==> src/rtl/lfsr_checker_sat_counter.sv <==
// Saturating up-counter with synchronous clear. A clear that coincides with
// an increment loads 1, so the event in that cycle is still counted.
module sat_counter #(
    parameter int unsigned CNT_W = 16
) (
    input  logic             clk,
    input  logic             reset,
    input  logic             inc_i,
    input  logic             clr_i,
    output logic [CNT_W-1:0] count_o
);

    logic [CNT_W-1:0] cnt_q, cnt_d;

    always_comb begin
        cnt_d = cnt_q;
        if (clr_i) begin
            cnt_d = CNT_W'(inc_i);
        end else if (inc_i && (cnt_q != '1)) begin
            cnt_d = cnt_q + CNT_W'(1);
        end
    end

    always_ff @(posedge clk) begin
        if (reset) begin
            cnt_q <= '0;
        end else begin
            cnt_q <= cnt_d;
        end
    end

    assign count_o = cnt_q;

endmodule

==> config.mk <==
export PLATFORM = sky130hd
export DESIGN_NAME = sat_counter
export DESIGN_NICKNAME = d
export VERILOG_FILES = /design/src/rtl/lfsr_checker_sat_counter.sv
export SDC_FILE = /design/constraint.sdc
export NUM_CORES = 1
export LEC_CHECK = 0
export CELL_PAD_IN_SITES_DETAIL_PLACEMENT = 0
export CELL_PAD_IN_SITES_GLOBAL_PLACEMENT = 1
export CORE_ASPECT_RATIO = 0.8
export CORE_MARGIN = 1.5
export CORE_UTILIZATION = 25
export DETAILED_ROUTE_END_ITERATION = 8
export PLACE_DENSITY = 0.61
export SYNTH_ARGS = -nofsm -noshare
export SYNTH_HDL_FRONTEND = slang
export SYNTH_SLANG_ARGS = --single-unit
==> constraint.sdc <==
create_clock -name clk -period 1.8 [get_ports clk]
set_input_delay 0.36 -clock clk [delete_from_list [all_inputs] [get_ports clk]]
set_output_delay 0.36 -clock clk [all_outputs]
set_load 0.1 [all_outputs]
==> results of run 1 <==
-- report_power, final --
group          switching, uW  internal, uW  total, uW
registers               2.50           342        344
clock network            117           151        268
logic                   38.8          29.8       68.6
total                    158           523        681
-- worst register-to-register path, stage by stage, from the launching register on --
cell and delay (ns):
sky130_fd_sc_hd__dfxtp_4 0.35, sky130_fd_sc_hd__ha_4 0.14, sky130_fd_sc_hd__nand4_1 0.11, sky130_fd_sc_hd__or2_1 0.32, sky130_fd_sc_hd__o21ai_1 0.20, sky130_fd_sc_hd__o21ai_0 0.13
sky130_fd_sc_hd__o32ai_1 0.26
-- through the flow --
step / power, uW / utilization / hold slack (ns) / worst slack, ns
6_report: 681 / 0.453 / 0.521 / 0.0875
5_1_grt: 717 / 0.453 / 0.541 / 0.0559
4_1_cts: 700 / 0.453 / 0.524 / 0.0475
3_5_place_dp: 421 / 0.438 / 0.514 / -0.171
3_3_place_gp: 420 / 0.438 / 0.510 / -0.150
2_1_floorplan: 384 / - / 0.464 / 0.000841
-- metal layers --
metal	wire, um	part of all wire
met1	1030	0.50
met2	859	0.42
met3	131	0.063
met4	44	0.021
met5	0	0
-- final cells by class --
type	count	area, sq um	share of cell area
well taps	40	50.0	0.0358
clock inverters	1	3.75	0.00269
inverters	3	11.3	0.00806
flip-flops and latches	16	368	0.263
clock buffers	3	41.3	0.0296
multi-input cells	71	474	0.340
repair buffers	32	448	0.321
-- how the worst max path moves through the flow --
stage                          start          end  cells after the start
after floorplan           count_o[1]   count_o[0]                      7
after global placement         inc_i  count_o[15]                      6
after detailed placement       inc_i  count_o[15]                      6
after CTS                 count_o[1]   count_o[0]                      6
after global routing           inc_i  count_o[15]                      6
final                          inc_i  count_o[15]                      6
-- placed cells by master, fill, tap and decap left out, drive strengths merged, types with 4 or more instances in the layout --
| master | count |
|---|---|
| and3 | 4 |
| and4 | 4 |
| buf | 29 |
| dfxtp | 16 |
| nand3 | 7 |
| nand4 | 4 |
| nor2 | 15 |
| o21ai | 7 |
| xor2 | 11 |
-- logic make-up (layout without fill, tap and decap cells) --
family                   count (synthesis)  in the layout
XOR/XNOR                                11             11
adder cells (fa/ha/maj)                  1              1
AND/OR/NAND/NOR                         42             42
buffers and inverters                    6             39
flip-flops                              16             16
AO/OA/AOI/OAI                           17             17
==> impl_metrics.csv, run 1 <==
group,metric,value,unit
run_status,outcome,"complete, no violations",
final_layout,fin_nets,132,
routing,detail_route.wl_per_cell,12.4,um
synthesis,synth_common_cells,"sky130_fd_sc_hd__dfxtp_1 (16), sky130_fd_sc_hd__nor2_1 (15), sky130_fd_sc_hd__xor2_1 (11)",
worst_setup_path,type_of_the_worst_setup_path,"input port to flop",
grt,met2_usage,0.175,
synthesis,number_of_synthesized_flops_with_an_enable_pin,0,
hold_path,min_delay_path_depth,2,
power,power_leakage,0.000512,uW
final_layout,filler_cell_count,290,
grt,grt_most_used_layer,"met1",
placed_design,io_buffers,19,
hold_path,hold_class,"flop to flop",
synthesis,syn_area_per_cell,8.72,sq um
routing,num_vias,811,
synthesis,synth_compound_area_frac,0.136,
worst_setup_path,worst_path_maximum_fanout,2,
run,drv.max_cap_violation_count,0,
worst_setup_path,crit_path_end_kind,"flop",
synthesis,yosys_most_used_dff,"sky130_fd_sc_hd__dfxtp_1",
timing,clock.fmax,0.584,GHz
synthesis,synth_top_cells_by_area,"sky130_fd_sc_hd__dfxtp_1 (40%), sky130_fd_sc_hd__xor2_1 (12%), sky130_fd_sc_hd__nor2_1 (6.9%)",
timing,timing_hold_violations_final,0,
worst_setup_path,worst_path_dominant_cell_family,"simple AND/OR/NAND/NOR gates",
clocking,cts-htree-levels,1,
power,max-vdd-ir-drop,403,uV
worst_setup_path,crit_arrival,1.90,ns
worst_setup_path,critPathSlowestCell,"sky130_fd_sc_hd__clkdlybuf4s50_1",
placed_design,place.detailed.hpwl,1590,um
synthesis,synth_top_area_cell,"sky130_fd_sc_hd__dfxtp_1",
grt,grt_start_max_net_pins,14,
clocking,cts_setup_buffers,0,
hold_path,hold_path.startpoint,"count_o[15]",
hold_path,worst_hold_path_endpoint,"count_o[15]",
routing,firstDrtPassIters,5,
worst_setup_path,worst-path-buf-inv,1,
timing,worst-slew-pin-transition,0.253,ns
timing,timing.clock.skew,0.00160,ns
routing,routed_wl,2060,um
worst_setup_path,critical_path.cell_chain,"clkdlybuf4s50_1 -> and4_4 -> and4_4 -> o21ai_2 -> or4_1 -> nand2_1",
die,die_height,53.9,um
routing,ant_nets,0,
worst_setup_path,reg2reg_from,"count_o[1]",
grt,grt_pass1_wl,3590,um
synthesis,ys_warn_count,0,
worst_setup_path,r2r_cells,6,
worst_setup_path,regToRegSetupSlack,0.19,ns
clocking,worst_setup_hold_path_clk_slew,0.06,ns
final_layout,largest_register_ff_count,16,
die,start_util,0.263,
synthesis,post_synth_xor_area_fraction,0.119,
timing,period_share,0.951,
final_layout,num_antenna_cells,0,
synthesis,post_synth_and_or_nand_nor_area_fraction,0.296,
clocking,cts-root-buf,"sky130_fd_sc_hd__clkbuf_8",
worst_setup_path,critical_path.reg2reg.endpoint,"count_o[0]",
synthesis,ys_seq_elements,16,
timing,grt_setup_unrepaired,"no",
worst_setup_path,critPathRequiredTime,1.99,ns
die,die_x,66.7,um
power,power-per-cell-area,488,nW/um^2
grt,grt_overflow_total,0,
timing,report.final.setup_viol,0,
routing,route.detailed.drc,0,
synthesis,synthArstFlopShare,0,
synthesis,synth.mux.area_fraction,0,
placed_design,place_area,1350,sq um
synthesis,yosysUniqueCellTypes,27,
routing,avgViaCountPerCell,4.89,
worst_setup_path,cp_common_cell,"sky130_fd_sc_hd__and4_4",
final_layout,final-instance-count-excl-fill,166,
clocking,cts_buffers,3,
synthesis,portion_of_the_post_synthesis_area_used_by_sequential_elements,0.395,
clocking,clock_tree.buffer_depth,2,
die,num_rows,18,
grt,grt_use_met3,0.0397,
synthesis,synthAdderAreaFrac,0.0154,
worst_setup_path,setup.worst_path.start_class,"input port",
worst_setup_path,critical-path-max-stage-delay,0.48,ns
clocking,clk-insertion-delay-late,0.24,ns
timing,finalWorstPathRequiredPeriod,1.71,ns
timing,tns,0,ns
clocking,post_cts_hold_buffer_count,0,
die,die_area,3600,sq um
synthesis,mappedNetlistNets,98,
grt,number_of_antenna_violations_at_the_first_check_in_global_routing,0,
synthesis,synthesis.instances,93,
grt,via_count_of_the_first_global_routing_pass,710,
routing,drt-initial-drc-count,41,
final_layout,area.growth.synth_to_final,72.2,%
die,io-pin-count,20,
clocking,clkSinkCount,16,
placed_design,gpl.final_weighted_congestion,0.749,
synthesis,mappedNetlistArea,811,sq um
final_layout,drive_above_1_share,0.444,
die,core_region_area,3090,sq um
placed_design,place.detailed.instances,162,
synthesis,netlist.area_leader.share,0.395,
clocking,cts_tree,"built",
timing,max-slew-margin-rel,0.831,
grt,grt.total_usage,0.134,
synthesis,combinational_family_with_the_most_area_after_synthesis,"simple AND/OR/NAND/NOR gates",
clocking,post_cts_resize_count,0,
final_layout,stdcell_area,1400,sq um
grt,met1_usage,0.202,
synthesis,most_common_cell_in_the_netlist,"sky130_fd_sc_hd__dfxtp_1",
timing,final_slew_violations,0,
Power figures use the tool's default switching activity.
==> inputs of run 2 (changes only) <==
--- a/config.mk
+++ b/config.mk
@@ -12,6 +12,7 @@
 export CORE_UTILIZATION = 25
 export DETAILED_ROUTE_END_ITERATION = 8
 export PLACE_DENSITY = 0.61
+export SETUP_SLACK_MARGIN = 0.05
 export SYNTH_ARGS = -nofsm -noshare
 export SYNTH_HDL_FRONTEND = slang
 export SYNTH_SLANG_ARGS = --single-unit
==> constraint.sdc (replaced) <==
create_clock -name clk -period 1.7 [get_ports clk]
set_input_delay 0.34 -clock clk [delete_from_list [all_inputs] [get_ports clk]]
set_output_delay 0.34 -clock clk [all_outputs]
set_load 0.1 [all_outputs]
==> run 2 against run 1 <==
  * Core utilization rose by 0.49 points
  * Critical endpoint unchanged
  * Highest routed layer unchanged
  * Combinational power rose by 7.3%
  * Die area is the same
  * Via count is 1.2% lower
==> impl_metrics.csv, run 2 (synthesis gave the netlist of run 1 again) <==
group,metric,value,unit
final_layout,stdcell_area,1410,sq um
die,die_area,3600,sq um
final_layout,num_antenna_cells,0,
worst_setup_path,r2r_cells,6,
final_layout,fin_nets,132,
grt,grt_use_met3,0.0586,
grt,grt_overflow_total,0,
worst_setup_path,cp_common_cell,"sky130_fd_sc_hd__and4_4",
clocking,clk-insertion-delay-late,0.25,ns
placed_design,place.detailed.hpwl,1700,um
timing,finalWorstPathRequiredPeriod,1.59,ns
final_layout,post-route-util,0.457,
final_layout,largest_register_ff_count,16,
power,max-vdd-ir-drop,331,uV
worst_setup_path,critPathRequiredTime,1.89,ns
grt,grt_pass1_wl,3660,um
worst_setup_path,critical-path-max-stage-delay,0.46,ns
hold_path,min_delay_path_depth,2,
final_layout,register_area,373,sq um
timing,grt_setup_unrepaired,"no",
grt,grt.total_usage,0.141,
routing,routed_wl,2290,um
worst_setup_path,worst_path_maximum_fanout,3,
final_layout,filler_cell_count,285,
clocking,cts-root-buf,"sky130_fd_sc_hd__clkbuf_8",
final_layout,drive_above_1_share,0.468,
die,core_region_area,3090,sq um
routing,num_vias,801,
hold_path,hold_class,"flop to flop",
worst_setup_path,setup.worst_path.start_class,"flop",
grt,met1_usage,0.199,
final_layout,area.growth.synth_to_final,74.1,%
clocking,clock_tree.buffer_depth,2,
routing,firstDrtPassIters,4,
timing,clock.fmax,0.631,GHz
timing,timing.clock.skew,0.00224,ns
worst_setup_path,critical_path_depth,6,
clocking,cts-htree-levels,1,
final_layout,layout_commonest_cell,"sky130_fd_sc_hd__buf_12",
grt,via_count_of_the_first_global_routing_pass,732,
routing,drt-initial-drc-count,20,
worst_setup_path,critical_path.cell_chain,"buf_4 -> and4_4 -> and4_4 -> o21ai_2 -> or4_1 -> nand2_1",
timing,final_slew_violations,0,
clocking,post_cts_hold_buffer_count,0,
final_layout,layout_common_cells,"sky130_fd_sc_hd__buf_12 (16), sky130_fd_sc_hd__nor2_1 (15), sky130_fd_sc_hd__dfxtp_4 (13), sky130_fd_sc_hd__buf_4 (13), sky130_fd_sc_hd__xor2_1 (11)",
timing,period_share,0.933,
placed_design,gpl.final_weighted_congestion,0.677,
clocking,clkSinkCount,16,
routing,ant_nets,0,
power,finalPower,732,uW
clocking,cts_buffers,3,
grt,number_of_antenna_violations_at_the_first_check_in_global_routing,0,
worst_setup_path,type_of_the_worst_setup_path,"flop to flop",
die,io-pin-count,20,
worst_setup_path,critPathSlowestCell,"sky130_fd_sc_hd__or4_1",
worst_setup_path,crit_arrival,1.78,ns
clocking,worst_setup_hold_path_clk_slew,0.07,ns
placed_design,dp_worst_setup_slack,-0.244,ns
worst_setup_path,worst-path-buf-inv,1,
routing,avgViaCountPerCell,4.83,
worst_setup_path,worst_path_dominant_cell_family,"simple AND/OR/NAND/NOR gates",
timing,max-slew-margin-rel,0.844,
final_layout,multiInputGateArea,482,sq um
die,start_util,0.263,
placed_design,place_area,1350,sq um
clocking,cts_tree,"built",
timing,report.final.setup_viol,0,
timing,worst-slew-pin-transition,0.231,ns
die,num_rows,18,
run,drv.max_cap_violation_count,0,
run_status,outcome,"complete, no violations",
timing,timing_hold_violations_final,0,
routing,detail_route.wl_per_cell,13.8,um
placed_design,io_buffers,19,
grt,met2_usage,0.192,
power,power_leakage,0.000523,uW
routing,route.detailed.drc,0,
power,power-per-cell-area,519,nW/um^2
timing,final_setup_slack_of_the_worst_path,0.114,ns
grt,grt_start_max_net_pins,14,
die,die_height,53.9,um
die,die_x,66.7,um
worst_setup_path,crit_path_end_kind,"flop",
grt,grt_most_used_layer,"met1",
run 2: changes by cell type in the layout (fill, tap and decap cells not counted), sizes merged:
cell | before | now
clkdlybuf4s50 | 3 | 2
dlymetal6s2s | 0 | 1
run 2: metal layers:
metal	wire length (um)	part of all wire
met5	0	0
met4	19	0.0083
met3	102	0.045
met2	978	0.43
met1	1190	0.52
run 2: area by class of cell:
class                   count  share of cell area
clock buffers               3              0.0293
clock inverters             1             0.00266
inverters                   3             0.00798
multi-input cells          71               0.341
flip-flops and latches     16               0.264
well taps                  40              0.0355
repair buffers             32               0.319
run 2: tightest hold or removal path, delay by kind of cell, from the launching register on:
kind | cells | cell delay [ns]
AND/OR/NAND/NOR | 1 | 0.07
XOR/XNOR | 1 | 0.07
flip-flops | 1 | 0.37
run 2: worst paths after layout:
| kind | startpoint | end | slack (ns) |
|---|---|---|---|
| max reg2reg | count_o[1] | count_o[15] | 0.11 |
| min reg2reg | count_o[12] | count_o[12] | 0.54 |
| max | count_o[1] | count_o[15] | 0.11 |
| min | count_o[12] | count_o[12] | 0.54 |
run 2: through the flow:
step                instances  TNS, ns  hold slack [ns]
floorplan                  93   -0.248            0.444
finish                    166        0            0.535
global route              166        0            0.551
global placement          161   -0.565            0.515
CTS                       166        0            0.541
detailed placement        161   -0.707            0.522
run 2: power breakdown:
part / switching [uW] / internal (uW)
logic: 41.9 / 31.7
registers: 3.00 / 359
clock network: 137 / 160
total: 182 / 551
run 2: timing repair:
action / CTS / global route
endpoints found under the hold margin: 0 / 0
pin swaps: 1 / 1
setup endpoints to repair: 2 / 2
resized for setup: 1 / 3
setup buffers: 1 / 0
cloned: 0 / 0
